--- src/rtl/mips_pkg.sv ---
// Shared execute-stage definitions: ALU operation codes, the mul/div FSM state encoding
// and the iteration count of the multi-cycle unit.
package mips_pkg;

   typedef enum logic [3:0] {
      OP_ADD   = 4'd0,
      OP_SUB   = 4'd1,
      OP_AND   = 4'd2,
      OP_OR    = 4'd3,
      OP_XOR   = 4'd4,
      OP_NOR   = 4'd5,
      OP_SLT   = 4'd6,
      OP_SLL   = 4'd7,
      OP_SRL   = 4'd8,
      OP_SRA   = 4'd9,
      OP_LUI   = 4'd10,
      OP_MFHI  = 4'd11,
      OP_MFLO  = 4'd12,
      OP_MULTU = 4'd13,
      OP_DIVU  = 4'd14,
      OP_NONE  = 4'd15
   } alu_op_e;

   typedef enum logic [1:0] {
      MD_IDLE = 2'd0,
      MD_BUSY = 2'd1,
      MD_DONE = 2'd2
   } md_state_e;

   localparam int MD_ITERS = 32;

   function automatic logic is_muldiv(alu_op_e op);
      return (op == OP_MULTU) || (op == OP_DIVU);
   endfunction

endpackage

--- src/rtl/execute_if.sv ---
// Decode-to-execute operand bundle (DX_*) and the registered execute-to-memory results,
// plus the combinational stall back to decode.
interface execute_if;
   logic [31:0] DX_A;
   logic [31:0] DX_B;
   logic [31:0] DX_imm;
   logic        DX_ALUSrc;
   logic [3:0]  DX_ALUctr;
   logic [4:0]  DX_shamt;
   logic [4:0]  DX_RD;
   logic        DX_lwFlag;
   logic        DX_swFlag;
   logic        DX_valid;
   logic [31:0] ALUout;
   logic [4:0]  XM_RD;
   logic        XM_lwFlag;
   logic        XM_swFlag;
   logic [31:0] XM_MD;
   logic        stall;

   modport master (
      output DX_A, DX_B, DX_imm, DX_ALUSrc, DX_ALUctr, DX_shamt, DX_RD, DX_lwFlag, DX_swFlag,
             DX_valid,
      input  ALUout, XM_RD, XM_lwFlag, XM_swFlag, XM_MD, stall
   );

   modport slave (
      input  DX_A, DX_B, DX_imm, DX_ALUSrc, DX_ALUctr, DX_shamt, DX_RD, DX_lwFlag, DX_swFlag,
             DX_valid,
      output ALUout, XM_RD, XM_lwFlag, XM_swFlag, XM_MD, stall
   );
endinterface

--- src/rtl/execute_muldiv.sv ---
// Multi-cycle MULTU/DIVU unit (shift-add multiply, restoring divide, 32 iterations);
// HI/LO change only on the BUSY->DONE edge. Instantiated only under EXECUTE_MULDIV_EN.
module muldiv
   import mips_pkg::*;
(
   input  logic        clk,
   input  logic        rst,
   input  logic        start_i,
   input  logic        is_div_i,
   input  logic [31:0] a_i,
   input  logic [31:0] b_i,
   output logic        stall_o,
   output logic        done_o,
   output logic [31:0] hi_o,
   output logic [31:0] lo_o
);

   md_state_e   state_q, state_d;
   logic [4:0]  cnt_q, cnt_d;
   logic [63:0] work_q, work_d;
   logic [31:0] opb_q, opb_d;
   logic        is_div_q, is_div_d;
   logic [31:0] hi_q, lo_q;
   logic [32:0] mul_sum, div_trial;
   logic        last_iter;

   assign last_iter = (cnt_q == 5'(MD_ITERS - 1));

   // NOTE: sequential state uses non-blocking assignments so every register samples pre-edge values.
   always_ff @(posedge clk or negedge rst) begin
      if (!rst) state_q <= MD_IDLE;
      else      state_q <= state_d;
   end

   // NOTE: each always_comb output is given a default first so no path can infer a latch.
   always_comb begin
      state_d = state_q;
      case (state_q)
         MD_IDLE: if (start_i) state_d = MD_BUSY;
         MD_BUSY: if (last_iter) state_d = MD_DONE;
         MD_DONE: state_d = MD_IDLE;
         default: state_d = MD_IDLE;
      endcase
   end

   // Reset gates the IDLE stall so a held MULTU/DIVU cannot freeze decode while in reset.
   always_comb begin
      stall_o = 1'b0;
      done_o  = 1'b0;
      case (state_q)
         MD_IDLE: stall_o = rst & start_i;
         MD_BUSY: stall_o = 1'b1;
         MD_DONE: done_o  = 1'b1;
         default: ;
      endcase
   end

   // work holds {partial product, multiplier} or {partial remainder, dividend/quotient}.
   always_comb begin
      mul_sum   = {1'b0, work_q[63:32]} + (work_q[0] ? {1'b0, opb_q} : 33'd0);
      div_trial = work_q[63:31] - {1'b0, opb_q};
      cnt_d     = cnt_q;
      work_d    = work_q;
      opb_d     = opb_q;
      is_div_d  = is_div_q;
      if (state_q == MD_IDLE && start_i) begin
         cnt_d    = '0;
         work_d   = {32'd0, a_i};
         opb_d    = b_i;
         is_div_d = is_div_i;
      end else if (state_q == MD_BUSY) begin
         cnt_d = cnt_q + 5'd1;
         if (is_div_q)
            work_d = div_trial[32] ? {work_q[62:0], 1'b0}
                                   : {div_trial[31:0], work_q[30:0], 1'b1};
         else
            work_d = {mul_sum, work_q[31:1]};
      end
   end

   always_ff @(posedge clk or negedge rst) begin
      if (!rst) begin
         cnt_q    <= '0;
         work_q   <= '0;
         opb_q    <= '0;
         is_div_q <= 1'b0;
         hi_q     <= '0;
         lo_q     <= '0;
      end else begin
         cnt_q    <= cnt_d;
         work_q   <= work_d;
         opb_q    <= opb_d;
         is_div_q <= is_div_d;
         if (state_q == MD_BUSY && last_iter) {hi_q, lo_q} <= work_d;
      end
   end

   assign hi_o = hi_q;
   assign lo_o = lo_q;

endmodule

--- src/rtl/execute.sv ---
// Execute stage: inline ALU feeding registered EX/MEM outputs. MULTU/DIVU, HI/LO and the
// stall handshake exist only when EXECUTE_MULDIV_EN is defined; otherwise codes 11-14 are bubbles.
module execute
   import mips_pkg::*;
(
   input logic      clk,
   input logic      rst,
   execute_if.slave ex
);

   alu_op_e     op;
   logic [31:0] opb, alu_res;
   logic        md_stall, bubble;
   logic [31:0] alu_q, alu_d, md_q, md_d;
   logic [4:0]  rd_q, rd_d;
   logic        lw_q, lw_d, sw_q, sw_d;

   assign op  = alu_op_e'(ex.DX_ALUctr);
   assign opb = ex.DX_ALUSrc ? ex.DX_imm : ex.DX_B;

`ifdef EXECUTE_MULDIV_EN
   logic        md_done;
   logic [31:0] hi, lo;

   muldiv u_muldiv (
      .clk      (clk),
      .rst      (rst),
      .start_i  (ex.DX_valid & is_muldiv(op)),
      .is_div_i (op == OP_DIVU),
      .a_i      (ex.DX_A),
      .b_i      (opb),
      .stall_o  (md_stall),
      .done_o   (md_done),
      .hi_o     (hi),
      .lo_o     (lo)
   );

   assign bubble = ~ex.DX_valid | is_muldiv(op) | md_stall | md_done;
`else
   assign md_stall = 1'b0;
   assign bubble   = ~ex.DX_valid | (op inside {OP_MFHI, OP_MFLO, OP_MULTU, OP_DIVU});
`endif

   always_comb begin
      alu_res = '0;
      case (op)
         OP_ADD:  alu_res = ex.DX_A + opb;
         OP_SUB:  alu_res = ex.DX_A - opb;
         OP_AND:  alu_res = ex.DX_A & opb;
         OP_OR:   alu_res = ex.DX_A | opb;
         OP_XOR:  alu_res = ex.DX_A ^ opb;
         OP_NOR:  alu_res = ~(ex.DX_A | opb);
         OP_SLT:  alu_res = {31'd0, $signed(ex.DX_A) < $signed(opb)};
         OP_SLL:  alu_res = opb << ex.DX_shamt;
         OP_SRL:  alu_res = opb >> ex.DX_shamt;
         OP_SRA:  alu_res = $unsigned($signed(opb) >>> ex.DX_shamt);
         OP_LUI:  alu_res = {opb[15:0], 16'h0};
`ifdef EXECUTE_MULDIV_EN
         OP_MFHI: alu_res = hi;
         OP_MFLO: alu_res = lo;
`endif
         default: alu_res = '0;
      endcase
   end

   always_comb begin
      alu_d = '0;
      md_d  = '0;
      rd_d  = '0;
      lw_d  = 1'b0;
      sw_d  = 1'b0;
      if (!bubble) begin
         alu_d = alu_res;
         md_d  = ex.DX_B;
         rd_d  = ex.DX_RD;
         lw_d  = ex.DX_lwFlag;
         sw_d  = ex.DX_swFlag;
      end
   end

   always_ff @(posedge clk or negedge rst) begin
      if (!rst) begin
         alu_q <= '0;
         md_q  <= '0;
         rd_q  <= '0;
         lw_q  <= 1'b0;
         sw_q  <= 1'b0;
      end else begin
         alu_q <= alu_d;
         md_q  <= md_d;
         rd_q  <= rd_d;
         lw_q  <= lw_d;
         sw_q  <= sw_d;
      end
   end

   assign ex.ALUout    = alu_q;
   assign ex.XM_MD     = md_q;
   assign ex.XM_RD     = rd_q;
   assign ex.XM_lwFlag = lw_q;
   assign ex.XM_swFlag = sw_q;
   assign ex.stall     = md_stall;

endmodule
--- src/flat_wrapper.sv ---
// flat-port wrapper written by rule: the top's interface ports become plain ports
module execute_flat import mips_pkg::*;
  (clk, rst, ex_DX_A, ex_DX_B, ex_DX_imm, ex_DX_ALUSrc, ex_DX_ALUctr, ex_DX_shamt, ex_DX_RD, ex_DX_lwFlag, ex_DX_swFlag, ex_DX_valid, ex_ALUout, ex_XM_RD, ex_XM_lwFlag, ex_XM_swFlag, ex_XM_MD, ex_stall);
  execute_if ex_i ();
  input logic clk;
  input logic rst;
  input wire logic [$bits(ex_i.DX_A)-1:0] ex_DX_A;
  input wire logic [$bits(ex_i.DX_B)-1:0] ex_DX_B;
  input wire logic [$bits(ex_i.DX_imm)-1:0] ex_DX_imm;
  input wire logic [$bits(ex_i.DX_ALUSrc)-1:0] ex_DX_ALUSrc;
  input wire logic [$bits(ex_i.DX_ALUctr)-1:0] ex_DX_ALUctr;
  input wire logic [$bits(ex_i.DX_shamt)-1:0] ex_DX_shamt;
  input wire logic [$bits(ex_i.DX_RD)-1:0] ex_DX_RD;
  input wire logic [$bits(ex_i.DX_lwFlag)-1:0] ex_DX_lwFlag;
  input wire logic [$bits(ex_i.DX_swFlag)-1:0] ex_DX_swFlag;
  input wire logic [$bits(ex_i.DX_valid)-1:0] ex_DX_valid;
  output wire logic [$bits(ex_i.ALUout)-1:0] ex_ALUout;
  output wire logic [$bits(ex_i.XM_RD)-1:0] ex_XM_RD;
  output wire logic [$bits(ex_i.XM_lwFlag)-1:0] ex_XM_lwFlag;
  output wire logic [$bits(ex_i.XM_swFlag)-1:0] ex_XM_swFlag;
  output wire logic [$bits(ex_i.XM_MD)-1:0] ex_XM_MD;
  output wire logic [$bits(ex_i.stall)-1:0] ex_stall;
  assign ex_i.DX_A = ex_DX_A;
  assign ex_i.DX_B = ex_DX_B;
  assign ex_i.DX_imm = ex_DX_imm;
  assign ex_i.DX_ALUSrc = ex_DX_ALUSrc;
  assign ex_i.DX_ALUctr = ex_DX_ALUctr;
  assign ex_i.DX_shamt = ex_DX_shamt;
  assign ex_i.DX_RD = ex_DX_RD;
  assign ex_i.DX_lwFlag = ex_DX_lwFlag;
  assign ex_i.DX_swFlag = ex_DX_swFlag;
  assign ex_i.DX_valid = ex_DX_valid;
  assign ex_ALUout = ex_i.ALUout;
  assign ex_XM_RD = ex_i.XM_RD;
  assign ex_XM_lwFlag = ex_i.XM_lwFlag;
  assign ex_XM_swFlag = ex_i.XM_swFlag;
  assign ex_XM_MD = ex_i.XM_MD;
  assign ex_stall = ex_i.stall;
  execute u_core (.clk(clk), .rst(rst), .ex(ex_i));
endmodule
--- config.mk ---
export PLATFORM = sky130hd
export DESIGN_NAME = execute_flat
export DESIGN_NICKNAME = d
export VERILOG_FILES = /design/src/rtl/mips_pkg.sv /design/src/rtl/execute_if.sv /design/src/rtl/execute_muldiv.sv /design/src/rtl/execute.sv /design/src/flat_wrapper.sv
export SDC_FILE = /design/constraint.sdc
export NUM_CORES = 1
export LEC_CHECK = 0
export BUFFER_PORTS_ARGS = -buffer_cell sky130_fd_sc_hd__buf_4
export CAP_MARGIN = 0
export CORE_AREA = 2 2 179 181
export CTS_CLUSTER_SIZE = 14
export DETAILED_ROUTE_END_ITERATION = 12
export DIE_AREA = 0 0 181 183
export GPL_TIMING_DRIVEN = 0
export PLACE_DENSITY = 0.68
export SYNTH_ARGS = -nofsm -noshare
export SYNTH_HDL_FRONTEND = slang
export SYNTH_SLANG_ARGS = --single-unit
--- constraint.sdc ---
create_clock -name clk -period 0.8 [get_ports clk]
set_input_delay 0.04 -clock clk [delete_from_list [all_inputs] [get_ports clk]]
set_output_delay 0.04 -clock clk [all_outputs]
set_load 0.01 [all_outputs]
==> flow_metrics.env, run 1 <==
export IMPL_grtUsageTotal=0.394
export IMPL_timing_max_transition_violations_final=0
export IMPL_start_util=0.395
export IMPL_worstMarginPinSlew_ps=1400
export IMPL_path_clk_slew_ps=60
export IMPL_crit_path_frequent_cell="buf_12"
export IMPL_hold_class="in2async"
export IMPL_place_gp_congestion=1.05
export IMPL_cpPeakStageDelay_ps=460
export IMPL_avgSynthCellArea_sq_um=7.67
export IMPL_cts_root_buf="clkbuf_16"
export IMPL_arrival_ps=3460
export IMPL_via_count=15500
export IMPL_min_period_ps=3270
export IMPL_synth_seq_area_share=0.144
export IMPL_slowest_stage="a221o_1"
export IMPL_cp_max_fo=4
export IMPL_syn_inst=1608
export IMPL_final_hold_viol_count=71
export IMPL_start_kind="primary input"
export IMPL_p_leak_nw=7.60
export IMPL_status="finished, violations left"
export IMPL_clock_path_buffers=2
export IMPL_dr_pass1_iters=8
export IMPL_hold_ws_ps=-181
export IMPL_slew_headroom=0.0571
export IMPL_die_x_um=181
export IMPL_port_buffers=179
export IMPL_synthArstFlopShare=1.00
export IMPL_grt_overflow=0
export IMPL_synth_warnings=0
export IMPL_maxClockFrequency_mhz=306
export IMPL_drive_gt1_frac=0.359
export IMPL_synthFlopType="dfrtp_1"
export IMPL_die_height_um=183
export IMPL_ioPinCount=188
export IMPL_layout_commonest_cell="buf_4"
export IMPL_grt_pass1_wl_um=97000
export IMPL_worstPathRequired_ps=990
export IMPL_final_cell_mix="buf_4, nor2_1, nand2_1"
export IMPL_synth_edf_count=0
export IMPL_cp_top_family="compound AO/OA/AOI/OAI gates"
export IMPL_ys_ff_latch=71
export IMPL_finalPower_mw=21.1
export IMPL_drtIter0Drc=2275
export IMPL_nFillCells=2887
export IMPL_syn_to_final_growth_pct=43.7
export IMPL_final_util=0.568
export IMPL_cts_tree="done"
export IMPL_rsz0062_at_grt="true"
export IMPL_totalWireLength_um=67000
export IMPL_setup_viol=138
export IMPL_rows=65
export IMPL_p_per_area_nw_per_um2=1190
export IMPL_crit_buf_inv=3
export IMPL_end_kind="register"
export IMPL_worst_slack_ps=-2470
export IMPL_synth_cell_types=92
export IMPL_path_cells="buf_12, buf_12, mux2i_4, inv_4, ha_4, fa_2, a211oi_4, o211ai_1, a221o_1, a31o_4, nand2_4, o22ai_1, a22o_1, a311o_1, o21ai_2, a31oi_2"
export IMPL_synth_area_sq_um=12300
export IMPL_syn_nets=1829
export IMPL_dp_hpwl_um=50800
export IMPL_post_drt_wl_per_cell_um=28.6
export IMPL_grt_max_degree=72
export IMPL_cts_made_buffers=9
export IMPL_core_area_sq_um=31200
export IMPL_max_cap_violations=0
export IMPL_grt_pass1_vias=14700
export IMPL_dieArea_sq_um=33100
export IMPL_clock_sinks=71
export IMPL_vdd_drop_max_v=0.00114
export IMPL_final_nets=2156
export IMPL_min_period_over_period=4.09
export IMPL_cts_htree_levels=3
export IMPL_grt_antenna_before_repair=5
export IMPL_failed_checks="negative hold slack, negative setup slack"
export IMPL_path_class="in2reg"
export IMPL_hold_buffers=39
export IMPL_remaining_drc_errors=0
export IMPL_ant_nets=0
export IMPL_via_per_inst=6.64
path summary, 6_finish.rpt:
kind,start,end,slack [ps],cells after the start
setup / recovery,ex_DX_ALUSrc,u_core.ex.ALUout[22],-2470,16
min in group clk,ex_DX_valid,u_core.ex.ALUout[31],110,4
max in group asynchronous,rst,u_core.ex.XM_MD[25],320,1
hold / removal,rst,u_core.ex.ALUout[13],-180,1
state kept, by name (all words and copies together) (netlist names):
signal / flops
u_core.ex.ALUout: 32
u_core.ex.XM_MD: 32
u_core.ex.XM_RD: 5
u_core.ex.XM_lwFlag: 1
u_core.ex.XM_swFlag: 1
metal layers:
| metal | global-route usage | vias up | part of all wire |
|---|---|---|---|
| li1 | - | 6608 | - |
| met1 | 0.524 | 7539 | 0.39 |
| met2 | 0.603 | 1134 | 0.44 |
| met3 | 0.0909 | 261 | 0.12 |
| met4 | 0.198 | 4 | 0.059 |
| met5 | 0 | - | 0.00043 |
report_power, final:
part / internal (mW) / switching (mW)
Combinational: 5.51 / 7.57
Clock: 2.19 / 1.92
Sequential: 3.84 / 0.116
metrics by stage:
step | cells | setup TNS (ps) | hold WS, ps | instance area (sq um) | setup slack (ps)
final | 2343 | -72500 | -181 | 17700 | -2470
after global routing | 2342 | -76100 | -87.9 | 17700 | -2510
after CTS | 2316 | -70080 | -143 | 17000 | -2390
after detailed placement | 2189 | -120590 | 254 | 14600 | -3210
after global placement | 2189 | -117840 | 238 | 14600 | -3190
after floorplan | 1608 | -63850 | -256 | 12800 | -2340
cell type report:
type / instances / area (sq um) / area share
Sequential cell: 71 / 1780 / 0.100
Clock inverter: 6 / 42.5 / 0.00240
Inverter: 106 / 429 / 0.0242
Buffer: 126 / 921 / 0.0520
Timing Repair Buffer: 319 / 2980 / 0.168
Multi-Input combinational cell: 1302 / 10800 / 0.611
Antenna cell: 1 / 2.50 / 0.000141
Clock buffer: 10 / 239 / 0.0135
Tap cell: 402 / 503 / 0.0284
cells in the mapped netlist, drive strengths merged (9+ instances only):
cell,instances,area [sq um]
a221o,13,130
o21ai,125,629
mux2,23,259
xnor2,10,87.6
dfrtp,71,1780
a211oi,30,225
a21oi,128,656
a22oi,11,82.6
clkbuf,76,287
a221oi,17,155
a222oi,11,110
o211ai,23,178
nor3,36,185
mux4,56,1260
and2,46,288
nand3,24,120
buf,53,300
a31oi,30,188
nor2,192,728
o31ai,9,72.6
ha,103,1290
o21bai,13,97.6
o221ai,11,103
o22ai,12,75.1
a21o,22,165
nand4,12,75.1
a22o,9,80.1
mux2i,79,830
inv,104,390
nand2,145,544
nand2b,11,68.8
cells by family (layout without fill, tap and decap cells):
| logic type | count (synthesis) | count (layout) | synth area share |
|---|---|---|---|
| AO/OA/AOI/OAI | 529 | 529 | 0.289 |
| AND/OR/NAND/NOR | 499 | 499 | 0.182 |
| buffers and inverters | 235 | 567 | 0.0798 |
| multiplexers | 158 | 158 | 0.190 |
| adder cells (fa/ha/maj) | 105 | 105 | 0.108 |
| flip-flops | 71 | 71 | 0.144 |
| XOR/XNOR | 10 | 10 | 0.00710 |
| other | 1 | 2 | 0.000304 |
what timing repair did:
action,in CTS,in global routing
hold endpoints to repair,110,71
endpoints found under the setup margin,142,142
pin swaps,61,53
buffers inserted,73,27
gates resized for setup,317,131
cloned,0,1
No activity file was read; power rests on OpenSTA's default activity.
==> run 2, diff against run 1 <==
- BUFFER_PORTS_ARGS: -buffer_cell sky130_fd_sc_hd__buf_4 -> -buffer_cell sky130_fd_sc_hd__buf_2
- clock period: 0.8 -> 2.8 ns (I/O delays scaled with it)
==> run 2 against run 1 <==
  * The flow finishes with violations (negative setup slack)
  * Critical path type unchanged
  * Critical path depth decreased by 1
  * Worst hold slack improved by 200 ps
  * First-iteration DRC count increased by 14%
  * Wire length about the same
  * Flip-flop and latch count unchanged
  * Largest cell class unchanged
  * Clock power decreased by 68%
  * Combinational power decreased by 74%
  * Non-clock buffer count decreased by 45
  * Die area unchanged
==> flow_metrics.env, run 2 (synthesized netlist as in run 1, its figures left out) <==
export IMPL_cts_made_buffers=9
export IMPL_grt_antenna_before_repair=2
export IMPL_final_cell_mix="buf_2, nor2_1, nand2_1"
export IMPL_cp_max_fo=5
export IMPL_hold_class="in2reg"
export IMPL_final_nets=2111
export IMPL_maxClockFrequency_mhz=306
export IMPL_switching_share=0.453
export IMPL_min_period_ps=3270
export IMPL_rows=65
export IMPL_cp_top_family="compound AO/OA/AOI/OAI gates"
export IMPL_via_count=15500
export IMPL_drive_gt1_frac=0.311
export IMPL_path_clk_slew_ps=60
export IMPL_p_clk_frac=0.224
export IMPL_grtUsageTotal=0.391
export IMPL_failed_checks="negative setup slack"
export IMPL_setup_viol=21
export IMPL_clock_path_buffers=2
export IMPL_p_switching_mw=2.67
export IMPL_cts_root_buf="clkbuf_16"
export IMPL_slew_headroom=0.215
export IMPL_finalInstanceArea_sq_um=16200
export IMPL_die_height_um=183
export IMPL_end_kind="register"
export IMPL_slowest_stage="a221o_1"
export IMPL_p_int_mw=3.23
export IMPL_p_per_area_nw_per_um2=364
export IMPL_timing_max_transition_violations_final=0
export IMPL_min_delay_start="ex_DX_B[3]"
export IMPL_totalWireLength_um=67000
export IMPL_dr_pass1_iters=12
export IMPL_final_hold_viol_count=0
export IMPL_crit_buf_inv=3
export IMPL_holdPathEnd="u_core.ex.XM_MD[3]"
export IMPL_remaining_drc_errors=0
export IMPL_crit_path_frequent_cell="a221o_1"
export IMPL_final_util=0.519
export IMPL_post_drt_wl_per_cell_um=29.2
export IMPL_via_per_inst=6.74
export IMPL_path_class="in2reg"
export IMPL_p_seq_frac=0.189
export IMPL_syn_to_final_growth_pct=31.3
export IMPL_cts_htree_levels=3
export IMPL_grt_max_degree=47
export IMPL_status="finished, violations left"
export IMPL_worstPathRequired_ps=3020
export IMPL_drtIter0Drc=2604
export IMPL_p_leak_nw=7.06
export IMPL_start_util=0.395
export IMPL_dp_hpwl_um=51900
export IMPL_path_cells="buf_16, buf_12, mux2i_4, inv_4, ha_4, fa_2, a211oi_2, o211ai_1, a221o_1, a31o_4, nand2_4, o21ai_2, a221o_1, a2111oi_4, nor2_1"
export IMPL_hold_ws_ps=17.9
export IMPL_ioPinCount=188
export IMPL_ant_nets=0
export IMPL_min_period_over_period=1.17
export IMPL_worst_slack_ps=-467
export IMPL_postPlaceCellArea_sq_um=14100
export IMPL_grt_pass1_vias=14300
export IMPL_die_x_um=181
export IMPL_core_area_sq_um=31200
export IMPL_max_cap_violations=0
export IMPL_cts_tree="done"
export IMPL_rsz0062_at_grt="true"
export IMPL_grt_pass1_wl_um=95500
export IMPL_hold_depth=2
export IMPL_layout_commonest_cell="buf_2"
export IMPL_clock_sinks=71
export IMPL_arrival_ps=3480
export IMPL_setup_tns_final_ps=-5030
export IMPL_place_gp_congestion=1.09
export IMPL_worstMarginPinSlew_ps=1170
export IMPL_start_kind="primary input"
export IMPL_grt_overflow=0
export IMPL_vdd_drop_max_v=0.000299
export IMPL_port_buffers=179
export IMPL_cpPeakStageDelay_ps=420
export IMPL_dieArea_sq_um=33100
export IMPL_pwr_share_comb=0.587
run 2: area by class of cell:
type,instances,area [sq um]
timing repair buffer,276,1820
fill,2978,15000
antenna,1,2.50
inverter,106,424
clock buffer,10,239
buffer,124,722
sequential,71,1780
multi-input combinational,1302,10600
tap,402,503
clock inverter,5,82.6
run 2: per-layer routing:
metal | vias up | routed length (um) | GRT usage
met1 | 7376 | 25600 | 0.514
met5 | - | 13 | 0
met4 | 2 | 4330 | 0.221
met3 | 279 | 8710 | 0.112
li1 | 6524 | - | -
met2 | 1304 | 28400 | 0.575
run 2: power groups by stage:
stage	clock network, mW	registers [mW]	logic (mW)
detailed placement	0	1.13	2.82
CTS	1.35	1.11	3.12
global route	1.38	1.12	3.61
finish	1.32	1.11	3.46
floorplan	0	1.17	1.76
global placement	0	1.13	2.81
run 2: worst max-delay path by stage:
stage	start	end	slack (ps)	depth (start not counted)
floorplan	ex_DX_ALUSrc	u_core.ex.ALUout[24]	-440	15
global placement	ex_DX_shamt[1]	u_core.ex.ALUout[28]	-1640	11
detailed placement	ex_DX_shamt[1]	u_core.ex.ALUout[28]	-1530	11
CTS	ex_DX_ALUSrc	u_core.ex.ALUout[27]	-500	16
global route	ex_DX_ALUSrc	u_core.ex.ALUout[24]	-520	15
finish	ex_DX_ALUSrc	u_core.ex.ALUout[24]	-470	15
run 2: timing repair:
action | in CTS | in global routing
hold endpoints to repair | 32 | 0
gates resized for setup | 118 | 103
pin swaps | 55 | 54
setup endpoints to repair | 32 | 30
setup buffers | 62 | 26
gates cloned | 1 | 0
hold buffers | 8 | 0
run 2: per-stage QoR:
stage | instances | worst slack (ps) | total power [mW]
after global placement | 2189 | -1640 | 3.94
final | 2297 | -467 | 5.90
after global routing | 2297 | -518 | 6.11
after detailed placement | 2190 | -1530 | 3.95
after floorplan | 1608 | -436 | 2.93
after CTS | 2272 | -498 | 5.58
